<file path="config.mk">
export PLATFORM = sky130hd
export DESIGN_NAME = calc_op_sequencer
export DESIGN_NICKNAME = d
export VERILOG_FILES = /design/src/rtl/calc_op_sequencer.sv
export SDC_FILE = /design/constraint.sdc
export NUM_CORES = 1
export LEC_CHECK = 0
export ABC_AREA = 1
export CAP_MARGIN = 5
export CELL_PAD_IN_SITES_DETAIL_PLACEMENT = 1
export CELL_PAD_IN_SITES_GLOBAL_PLACEMENT = 1
export CORE_UTILIZATION = 47
export DETAILED_ROUTE_END_ITERATION = 12
export PLACE_DENSITY = 0.83
export REMOVE_ABC_BUFFERS = 1
export SYNTH_ARGS = -nofsm -noshare
export SYNTH_HDL_FRONTEND = slang
export SYNTH_SLANG_ARGS = --single-unit
export TNS_END_PERCENT = 5
</file>
<file path="constraint.sdc">
create_clock -name clk_i -period 7.39 [get_ports clk_i]
set_input_delay 1.8475 -clock clk_i [delete_from_list [all_inputs] [get_ports clk_i]]
set_output_delay 1.8475 -clock clk_i [all_outputs]
set_load 0.02 [all_outputs]
</file>
<file path="src/rtl/calc_op_sequencer.sv">
// ---------------------------------------------------------------------------
// calc_op_sequencer
//   Control core for the 2-digit calculator. Debounces the four active-low
//   push buttons (B1 add, B2 sub, B3 mul, B4 power) and acts on the release
//   of a button. Computes add/sub in one cycle and multiply as a 7-step
//   LSB-first shift-add. Holds the binary result plus status for the
//   display/BCD stage.
//
// Ports
//   clk_i        system clock, all logic on posedge
//   rst_n_i      asynchronous active-low reset
//   b1_i..b4_i   raw buttons, active-low (0 = pressed), asynchronous
//   n1_i, n2_i   operands, legal range 0..99
//   state_o      0 OFF, 1 IDLE, 2 CALC, 3 SHOW
//   op_o         0 none, 1 add, 2 sub, 3 mul
//   result_o     magnitude of the result (max 9801)
//   neg_o        subtraction result negative (A < B)
//   res_valid_o  result_o is current for the latched operands/op
//   busy_o       high while in CALC
//   err_o        a latched operand was > 99
// ---------------------------------------------------------------------------
module calc_op_sequencer #(
  parameter int unsigned DEB_CYCLES = 4
) (
  input  logic        clk_i,
  input  logic        rst_n_i,
  input  logic        b1_i,
  input  logic        b2_i,
  input  logic        b3_i,
  input  logic        b4_i,
  input  logic [6:0]  n1_i,
  input  logic [6:0]  n2_i,
  output logic [1:0]  state_o,
  output logic [1:0]  op_o,
  output logic [13:0] result_o,
  output logic        neg_o,
  output logic        res_valid_o,
  output logic        busy_o,
  output logic        err_o
);

  localparam int unsigned CW = $clog2(DEB_CYCLES + 1);
  localparam logic [CW-1:0] CNT_LAST = CW'(DEB_CYCLES - 1);

  typedef enum logic [1:0] {
    ST_OFF  = 2'd0,
    ST_IDLE = 2'd1,
    ST_CALC = 2'd2,
    ST_SHOW = 2'd3
  } state_t;

  localparam logic [1:0] OP_NONE = 2'd0;
  localparam logic [1:0] OP_ADD  = 2'd1;
  localparam logic [1:0] OP_SUB  = 2'd2;
  localparam logic [1:0] OP_MUL  = 2'd3;

  // -------------------------------------------------------------------------
  // Button synchronise + debounce. Index 0..3 = B1..B4.
  // -------------------------------------------------------------------------
  logic [3:0] btn_raw;
  logic [3:0] rel_evt;

  assign btn_raw = {b4_i, b3_i, b2_i, b1_i};

  genvar gi;
  generate
    for (gi = 0; gi < 4; gi++) begin : g_btn
      logic          sync1_q;
      logic          sync2_q;
      logic          deb_q;
      logic [CW-1:0] cnt_q;

      always_ff @(posedge clk_i or negedge rst_n_i) begin
        if (!rst_n_i) begin
          sync1_q <= 1'b1;
          sync2_q <= 1'b1;
          deb_q   <= 1'b1;
          cnt_q   <= '0;
        end else begin
          sync1_q <= btn_raw[gi];
          sync2_q <= sync1_q;
          // Count consecutive disagreeing samples; any agreement restarts.
          if (sync2_q != deb_q) begin
            if (cnt_q == CNT_LAST) begin
              deb_q <= sync2_q;
              cnt_q <= '0;
            end else begin
              cnt_q <= cnt_q + 1'b1;
            end
          end else begin
            cnt_q <= '0;
          end
        end
      end

      // Release pulse is asserted in the cycle the debounced level is about
      // to go 0->1, so the FSM reacts on the same edge that flips deb_q.
      assign rel_evt[gi] = ~deb_q & sync2_q & (cnt_q == CNT_LAST);
    end
  endgenerate

  // Same-cycle priority: B4 > B1 > B2 > B3; losers are dropped.
  logic       evt_pwr;
  logic [1:0] evt_op;

  always_comb begin
    evt_pwr = rel_evt[3];
    evt_op  = OP_NONE;
    if (!rel_evt[3]) begin
      if (rel_evt[0])      evt_op = OP_ADD;
      else if (rel_evt[1]) evt_op = OP_SUB;
      else if (rel_evt[2]) evt_op = OP_MUL;
    end
  end

  // -------------------------------------------------------------------------
  // Datapath / FSM
  // -------------------------------------------------------------------------
  state_t      state_q;
  logic [1:0]  op_q;
  logic [6:0]  a_q;
  logic [6:0]  b_q;
  logic [13:0] acc_q;
  logic [2:0]  bit_q;
  logic [13:0] result_q;
  logic        neg_q;
  logic        res_valid_q;
  logic        err_q;

  logic [13:0] a_ext;
  logic [13:0] b_ext;
  logic [13:0] mul_sum;
  logic        operand_changed;
  logic        op_err;

  assign a_ext = {7'd0, a_q};
  assign b_ext = {7'd0, b_q};
  // Partial product for the current multiplier bit.
  assign mul_sum = acc_q + (b_q[bit_q] ? (a_ext << bit_q) : 14'd0);
  assign operand_changed = (n1_i != a_q) || (n2_i != b_q);
  assign op_err = (n1_i > 7'd99) || (n2_i > 7'd99);

  always_ff @(posedge clk_i or negedge rst_n_i) begin
    if (!rst_n_i) begin
      state_q     <= ST_OFF;
      op_q        <= OP_NONE;
      a_q         <= '0;
      b_q         <= '0;
      acc_q       <= '0;
      bit_q       <= '0;
      result_q    <= '0;
      neg_q       <= 1'b0;
      res_valid_q <= 1'b0;
      err_q       <= 1'b0;
    end else begin
      case (state_q)
        ST_OFF: begin
          result_q <= '0;
          if (evt_pwr) state_q <= ST_IDLE;
        end

        ST_IDLE: begin
          result_q    <= '0;
          res_valid_q <= 1'b0;
          if (evt_pwr) begin
            state_q <= ST_OFF;
            op_q    <= OP_NONE;
            neg_q   <= 1'b0;
            err_q   <= 1'b0;
          end else if (evt_op != OP_NONE) begin
            // Operands are latched on entry, so the first CALC cycle
            // already works on A/B.
            state_q     <= ST_CALC;
            op_q        <= evt_op;
            a_q         <= n1_i;
            b_q         <= n2_i;
            err_q       <= op_err;
            acc_q       <= '0;
            bit_q       <= '0;
          end
        end

        ST_CALC, ST_SHOW: begin
          if (evt_pwr) begin
            state_q     <= ST_OFF;
            op_q        <= OP_NONE;
            result_q    <= '0;
            neg_q       <= 1'b0;
            res_valid_q <= 1'b0;
            err_q       <= 1'b0;
          end else if (evt_op != OP_NONE && evt_op == op_q) begin
            state_q     <= ST_IDLE;
            op_q        <= OP_NONE;
            result_q    <= '0;
            neg_q       <= 1'b0;
            res_valid_q <= 1'b0;
          end else if (evt_op != OP_NONE ||
                       (state_q == ST_SHOW && operand_changed)) begin
            // New op, or recompute of the current op; an in-flight
            // computation is discarded and result_q keeps its last value.
            state_q     <= ST_CALC;
            op_q        <= (evt_op != OP_NONE) ? evt_op : op_q;
            a_q         <= n1_i;
            b_q         <= n2_i;
            err_q       <= op_err;
            acc_q       <= '0;
            bit_q       <= '0;
            res_valid_q <= 1'b0;
          end else if (state_q == ST_CALC) begin
            case (op_q)
              OP_ADD: begin
                result_q    <= err_q ? 14'd0 : (a_ext + b_ext);
                neg_q       <= 1'b0;
                res_valid_q <= 1'b1;
                state_q     <= ST_SHOW;
              end
              OP_SUB: begin
                result_q    <= err_q ? 14'd0 :
                               ((a_q < b_q) ? (b_ext - a_ext) : (a_ext - b_ext));
                neg_q       <= ~err_q & (a_q < b_q);
                res_valid_q <= 1'b1;
                state_q     <= ST_SHOW;
              end
              OP_MUL: begin
                if (bit_q == 3'd6) begin
                  result_q    <= err_q ? 14'd0 : mul_sum;
                  neg_q       <= 1'b0;
                  res_valid_q <= 1'b1;
                  state_q     <= ST_SHOW;
                end else begin
                  acc_q <= mul_sum;
                  bit_q <= bit_q + 3'd1;
                end
              end
              default: begin
                // No op latched: nothing to compute, fall back to IDLE.
                state_q <= ST_IDLE;
              end
            endcase
          end
        end
      endcase
    end
  end

  assign state_o     = state_q;
  assign op_o        = op_q;
  assign result_o    = result_q;
  assign neg_o       = neg_q;
  assign res_valid_o = res_valid_q;
  assign busy_o      = (state_q == ST_CALC);
  assign err_o       = err_q;

endmodule

</file>
==> impl_results.md, run 1 <==
- Critical Path Fanout Max: 33
- Netlist Area Pre-Place: 6142 um2
- Synth area leader: dfrtp_1
- Number of flops mapped to enable cells by yosys: 0
- DR vias/cell: 5.434
- Share of layout cells above drive strength 1: 7.660%
- Minimum clock period: 4.268 ns
- Clock Skew: 0.01122 ns
- # resized after CTS: 0
- Clock buffer count from CTS: 9
- Setup Crit Path Kind: in2reg
- Status: complete, no violations
- Fmax: 0.2343 GHz
- Nets: 1006
- Mean Syn Cell Area: 6.802 um2
- Slew Limit Fails: 0
- Crit-path slowest cell: nor2_4
- Critical path cell sequence: clkdlybuf4s50_1 > inv_1 > nand2_1 > nand2_1 > nor2_1 > nand2_1 > nor2_1 > nand2_2 > nand2_1 > nand3_1 > nand2_1 > nor2_4 > nand2_2 > nand2_1 > nand2_1
- Final worst slack: 3.122 ns
- Number of synthesized register bits: 76
- Inst Count DP: 1096
- Number of library cell types mapped by synthesis: 45
- CP startpoint kind: primary input
- Peak per-stage delay on the critical path: 0.70 ns
- CTS tree: built
- Port bufs: 41
- First-pass GRT wire length: 31.34 mm
- Vias in the first global route: 6266
- Beginning of the critical path: n1_i[4]
- Max IR drop VDD: 0.2272 mV
- HPWL after DPL: 14.83 mm
- Top-count cell post-synth: nand2_1
- Hold path startpoint: g_btn[2].sync1_q$_DFF_PN1_
- Initial DRC Count: 327
- Root buffer cell: clkbuf_16
- Final Cycle Share: 57.76%
- Hold Fails Final Rpt: 0
- Synth top cells by count: nand2_1, inv_1, nand3_1
- Final setup fails: 0
- CTS Hold Bufs: 0
- Seq/Total Area, Yosys: 31.21%
- RSZ-0062 raised after global routing: no
- Post-placement setup slack: 2.877 ns
- Ports: 42
- Chip height: 116.3 um
- Worst r2r dst: result_o[6]$_DFFE_PN0P_
- Drt wl/cell: 17.05 um
- Remaining DRCs: 0
- Reg2Reg Setup Slack: 3.72 ns
- Syn-to-layout area delta: 12.71%
- Slew @ Worst Pin: 0.9988 ns
- TNS Setup: 0 ns
- R2R depth: 18
- Mapped Cells: 903
- CP endpoint: b_q[4]$_DFFE_PN0P_
- Pre-antenna DRT Iters: 5
- MaxCap Viol Count: 0
- Worst-path clk slew: 0.07 ns
- Die X: 116.3 um
- Arrival @ worst endpoint: 4.51 ns
- CP endpoint kind: flop
- Clk sink count: 76
- DR vias: 6043
- Worst Hold Class: reg2reg
- Most common cell type on the critical path: nand2_1
- Insertion delay to the later sink of the worst-skew pair: 0.35 ns
- Die area: 13530 um2
- WHS: 0.3567 ns
- Warnings, synthesis: 0
- Antenna-violating nets left: 0
- Top cells by area, synth: dfrtp_1, nand2_1, ha_1
- Core area: 12670 um2
- Total track usage: 30.30%
- Non-Filler Instances: 1112
- Pin count of the biggest net entering global routing: 77
- RR Startpoint: bit_q[0]$_DFFE_PN0P_
- Global route overflow: 0
- Final WL: 18.96 mm
- Prevailing post-synth register cell: dfrtp_1
- Top-area cell type share of the netlist area: 26.07%
- Post-CTS Setup Bufs: 0
- CP required: 7.63 ns
- Initial core utilization: 48.47%
- Initial antenna violation count: 0
- Maximum clock path buffer count: 2
- Relative slew slack: 33.41%
- Routability congestion estimate from global placement: 0.9568
- Synth async-reset ratio: 100.0%
- Htree depth: 3
- Inserted Diodes: 0
- Final Total Pwr: 3571 uW
- Pwr Density: 515.8 nW/um2
- Rows: 41
- Leak pwr: 0.003739 uW
==> sequential cells by signal, summed over array words and instances (netlist names), 4 cells and up <==
register       count
a_q                7
g_btn.sync1_q      4
result_o          14
g_btn.deb_q        4
acc_q             14
b_q                7
g_btn.sync2_q      4
g_btn.cnt_q       12
==> routing by layer <==
metal,up-vias,GRT usage (%),routed length (um)
met2,98,53.25,9503
met4,0,11.37,446
met1,2957,38.47,8614
li1,2961,-,-
met5,-,0,0
met3,27,2.906,399
==> kinds of logic after synthesis <==
| group | synth area share, % |
|---|---|
| and+or+nand+nor | 39.50 |
| AOI/OAI and AO/OA | 7.965 |
| xor gates and xnor gates | 1.569 |
| buffers and inverters | 8.882 |
| DFF | 31.21 |
| adders and majority gates | 10.88 |
==> metrics by stage <==
| step | area (um2) | util, % |
|---|---|---|
| 4_1_cts | 6923 | 54.64 |
| 2_1_floorplan | 6017 | - |
| 6_report | 6923 | 54.64 |
| 3_3_place_gp | 6640 | 52.40 |
| 5_1_grt | 6923 | 54.64 |
| 3_5_place_dp | 6640 | 52.40 |
==> how the worst min path moves through the flow <==
stage,end,slack [ns],cells after the start
after floorplan,g_btn[0].sync2_q$_DFF_PN1_,0.35,0
final,g_btn[2].sync2_q$_DFF_PN1_,0.36,0
after global routing,g_btn[2].sync2_q$_DFF_PN1_,0.36,0
after global placement,g_btn[2].sync2_q$_DFF_PN1_,0.35,0
after CTS,g_btn[1].sync2_q$_DFF_PN1_,0.36,0
after detailed placement,g_btn[1].sync2_q$_DFF_PN1_,0.35,0
==> critical path: cells and delay by family <==
kind	cells	cell delay (ns)
buffers and inverters	2	0.59
and+or+nand+nor	13	2.05
==> cells in the final DEF, fill, tap and decap left out, types with 2 or more instances in the layout <==
cell and count:
nor3_1 15, nor2_2 3, o2111ai_1 2, inv_6 2
nand2_4 6, dfrtp_1 64, a31oi_1 3, fa_1 4
inv_1 104, clkbuf_16 9, nor2_1 79, nand3_1 86
nand2_2 14, clkdlybuf4s50_1 40, nand3_2 3, nand3b_1 8
a21oi_1 33, o21ai_0 38, nand4_1 20, ha_1 47
xnor2_1 5, clkinvlp_4 2, inv_2 8, xor2_1 6
dfstp_2 12, or2_2 3, nand2_1 301, o211ai_1 2
a21o_1 2, nand3_4 2
==> power by group <==
group          internal [uW]  switching (uW)  leakage, uW
clock network            232             198     0.000134
logic                    763            1630      0.00265
registers                563             183     0.000958
==> final cells by class <==
class	count	area, um2
fillers	1721	5748
inverters	112	420.4
well taps	172	215.2
clock buffers	9	225.2
flip-flops and latches	76	1917
multi-input cells	695	3680
repair buffers	41	407.9
clock inverters	7	57.56
Power figures use the tool's default switching activity.
==> inputs of run 2 (changes only) <==
--- a/config.mk
+++ b/config.mk
@@ -9,9 +9,9 @@
 export CAP_MARGIN = 5
 export CELL_PAD_IN_SITES_DETAIL_PLACEMENT = 1
 export CELL_PAD_IN_SITES_GLOBAL_PLACEMENT = 1
-export CORE_UTILIZATION = 47
+export CORE_UTILIZATION = 44
 export DETAILED_ROUTE_END_ITERATION = 12
-export PLACE_DENSITY = 0.83
+export PLACE_DENSITY = 0.78
 export REMOVE_ABC_BUFFERS = 1
 export SYNTH_ARGS = -nofsm -noshare
 export SYNTH_HDL_FRONTEND = slang
==> constraint.sdc (replaced) <==
create_clock -name clk_i -period 4 [get_ports clk_i]
set_input_delay 1 -clock clk_i [delete_from_list [all_inputs] [get_ports clk_i]]
set_output_delay 1 -clock clk_i [all_outputs]
set_load 0.02 [all_outputs]
==> run 2 against run 1 <==
  * Global-route usage decreased by 1.1 points
  * Sequential power rose by 86%
  * First-iteration DRC count decreased by 6.4%
  * Combinational power increased by 87%
  * Hold slack got worse by 0.00061 ns
  * Via count up 1.9%
  * Setup slack got worse by 2.7 ns
  * Wire length up 2.6%
  * Critical endpoint is now result_o[6]$_DFFE_PN0P_
  * Largest power group unchanged
  * Highest routed layer unchanged
==> impl_results.md, run 2 (synthesis results as in run 1) <==
- Status: complete, no violations
- DR vias: 6160 (+1.9%)
- Clk sink count: 76 (unchanged)
- Hold path depth: 0 (unchanged)
- Worst Hold Class: reg2reg
- Clock buffer count from CTS: 9 (unchanged)
- WL met2: 9.783 mm (+2.9%)
- Peak per-stage delay on the critical path: 0.67 ns (-0.03 ns)
- Initial core utilization: 45.66% (-2.8 points)
- Hold Fails Final Rpt: 0 (unchanged)
- Pwr Density: 959.0 nW/um2 (+86%)
- Minimum clock period: 3.614 ns
- Worst r2r dst: result_o[6]$_DFFE_PN0P_
- CP required: 4.26 ns (-3.37 ns)
- Final Cycle Share: 90.34%
- Worst-path clk slew: 0.06 ns (about the same)
- Sequential cell area: 1918 um2 (about the same)
- TNS Setup: 0 ns (unchanged)
- Hold path startpoint: g_btn[0].sync1_q$_DFF_PN1_
- Final WL: 19.45 mm (+2.6%)
- Vias in the first global route: 6531 (+4.2%)
- Relative slew slack: 33.96% (+0.55 points)
- Fmax: 0.2767 GHz
- Commonest non-fill, non-tap cells in the layout: nand2_1, inv_1, nand3_1, nor2_1, dfrtp_1
- DR vias/cell: 5.510 (+1.4%)
- RR Startpoint: bit_q[1]$_DFFE_PN0P_
- Clock Skew: 0.007968 ns (-0.003248 ns)
- MaxCap Viol Count: 0 (unchanged)
- Routed length on met3: 558 um (+40%)
- Initial DRC Count: 306 (-6.4%)
- Inserted Diodes: 0 (unchanged)
- Ports: 42 (unchanged)
- Insertion delay to the later sink of the worst-skew pair: 0.35 ns (about the same)
- Initial antenna violation count: 0 (unchanged)
- Hold EP: g_btn[0].sync2_q$_DFF_PN1_
- Fill count: 1811 (+5.2%)
- Antenna-violating nets left: 0 (unchanged)
- Pre-antenna DRT Iters: 5 (unchanged)
- Htree depth: 3 (unchanged)
- Routability congestion estimate from global placement: 0.8670 (-9.4%)
- CP startpoint kind: flop
- Core area: 13450 um2 (+6.2%)
- Rows: 42 (+2.4%)
- CP top delay family: simple AND/OR/NAND/NOR gates
- Pin count of the biggest net entering global routing: 77 (unchanged)
- Root buffer cell: clkbuf_16
- HPWL after DPL: 15.18 mm (+2.4%)
- Critical Path Fanout Max: 18 (-45%)
- CTS tree: built
- First-pass GRT wire length: 33.01 mm (+5.3%)
- Commonest non-fill, non-tap cell in the layout: nand2_1
- Final setup fails: 0 (unchanged)
- Nets: 1008 (+0.20%)
- Setup Crit Path Kind: reg2reg
- Critical path cell sequence: inv_1 > a21oi_1 > o21ai_0 > nand2_1 > nand2_1 > nor3_1 > ha_1 > inv_1 > fa_1 > nand3b_1 > nand2_1 > nand3_1 > nand2_1 > or2_2 > nand3_1 > nand3_1 > nand3_1 > o21ai_0
- Die X: 120.2 um (+3.3%)
- CP bufs+invs: 2 (unchanged)
- Leak pwr: 0.003752 uW (+0.36%)
- Total track usage: 29.22% (-1.1 points)
- R2R depth: 18 (unchanged)
- RSZ-0062 raised after global routing: no
- Chip height: 120.2 um (+3.3%)
- Maximum clock path buffer count: 2 (unchanged)
- Footprint of the multi-input gates: 3680 um2 (unchanged)
- Global route overflow: 0 (unchanged)
- Die area: 14440 um2 (+6.7%)
- M1 wire length: 8.595 mm (-0.22%)
- CTS Hold Bufs: 0 (unchanged)
- Port bufs: 41 (unchanged)
- Reg2Reg Setup Slack: 0.39 ns (-3.33 ns)
- Highest routed metal layer: met4
- Final Total Pwr: 6672 uW (+87%)
- Slew @ Worst Pin: 0.9906 ns (-0.008272 ns)
- Max IR drop VDD: 0.3476 mV (+53%)
- Crit-path slowest cell: dfrtp_1
- Share of layout cells above drive strength 1: 7.962% (+0.30 points)
- Arrival @ worst endpoint: 3.87 ns (-0.64 ns)
- Post-CTS Setup Bufs: 0 (unchanged)
- CP endpoint kind: flop
- Slew Limit Fails: 0 (unchanged)
- Drt wl/cell: 17.40 um (+2.0%)
- Syn-to-layout area delta: 13.26%
- Remaining DRCs: 0 (unchanged)
## run 2: cell types whose count changed in the layout (fill, tap and decap cells not counted)
cell / delta
buf_4: +1
dfrtp_1: -1
inv_6: +1
buf_12: +1
dfrtp_2: +1
clkinv_4: -1
## run 2: how the worst max path moves through the flow
stage                               from                 endpoint  cells after the start  slack, ns
floorplan           bit_q[0]$_DFFE_PN0P_    acc_q[12]$_DFFE_PN0P_                     19       1.15
global placement    bit_q[0]$_DFFE_PN0P_  result_o[6]$_DFFE_PN0P_                     18       0.57
detailed placement  bit_q[0]$_DFFE_PN0P_  result_o[6]$_DFFE_PN0P_                     18       0.39
CTS                 bit_q[0]$_DFFE_PN0P_  result_o[6]$_DFFE_PN0P_                     18       0.37
global route        bit_q[1]$_DFFE_PN0P_  result_o[6]$_DFFE_PN0P_                     18       0.01
finish              bit_q[1]$_DFFE_PN0P_  result_o[6]$_DFFE_PN0P_                     18       0.39
## run 2: layout make-up
cell class | count | share of cell area, %
multi-input combinational | 695 | 52.90
sequential | 76 | 27.57
timing repair buffer | 43 | 6.259
inverter | 112 | 6.043
clock buffer | 9 | 3.237
tap | 176 | 3.165
clock inverter | 7 | 0.8273
## run 2: power breakdown
part	total (uW)	internal, uW	switching (uW)
clock network	808	431	378
registers	1390	1040	346
logic	4480	1450	3020
## run 2: per-layer routing
metal | track usage [%] | vias up
met3 | 3.279 | 39
met4 | 10.94 | 0
met2 | 50.79 | 108
li1 | - | 2967
met5 | 0 | -
met1 | 36.99 | 3046
## run 2: through the flow
stage	setup slack, ns	cell area (um2)	utilization, %	hold WS [ns]	instances
2_1_floorplan	1.151	6017	-	0.3452	883
3_3_place_gp	0.5741	6673	49.60	0.3453	1102
3_5_place_dp	0.3927	6673	49.60	0.3478	1102
4_1_cts	0.3719	6955	51.70	0.3570	1118
5_1_grt	0.01084	6957	51.71	0.3589	1118
6_report	0.3864	6957	51.71	0.3561	1118
## run 2: what timing repair did
action,4_1_cts,5_1_grt
setup endpoints to repair,0,2
resized for setup,0,1
endpoints found under the hold margin,0,0
## run 2: worst register-to-register path, cell delays in order (launching register included)
cell and delay [ns]:
dfrtp_1 0.67, inv_1 0.25, a21oi_1 0.16, o21ai_0 0.10, nand2_1 0.10, nand2_1 0.12
nor3_1 0.16, ha_1 0.24, inv_1 0.08, fa_1 0.41, nand3b_1 0.21, nand2_1 0.14
nand3_1 0.08, nand2_1 0.13, or2_2 0.14, nand3_1 0.10, nand3_1 0.12, nand3_1 0.11
o21ai_0 0.20
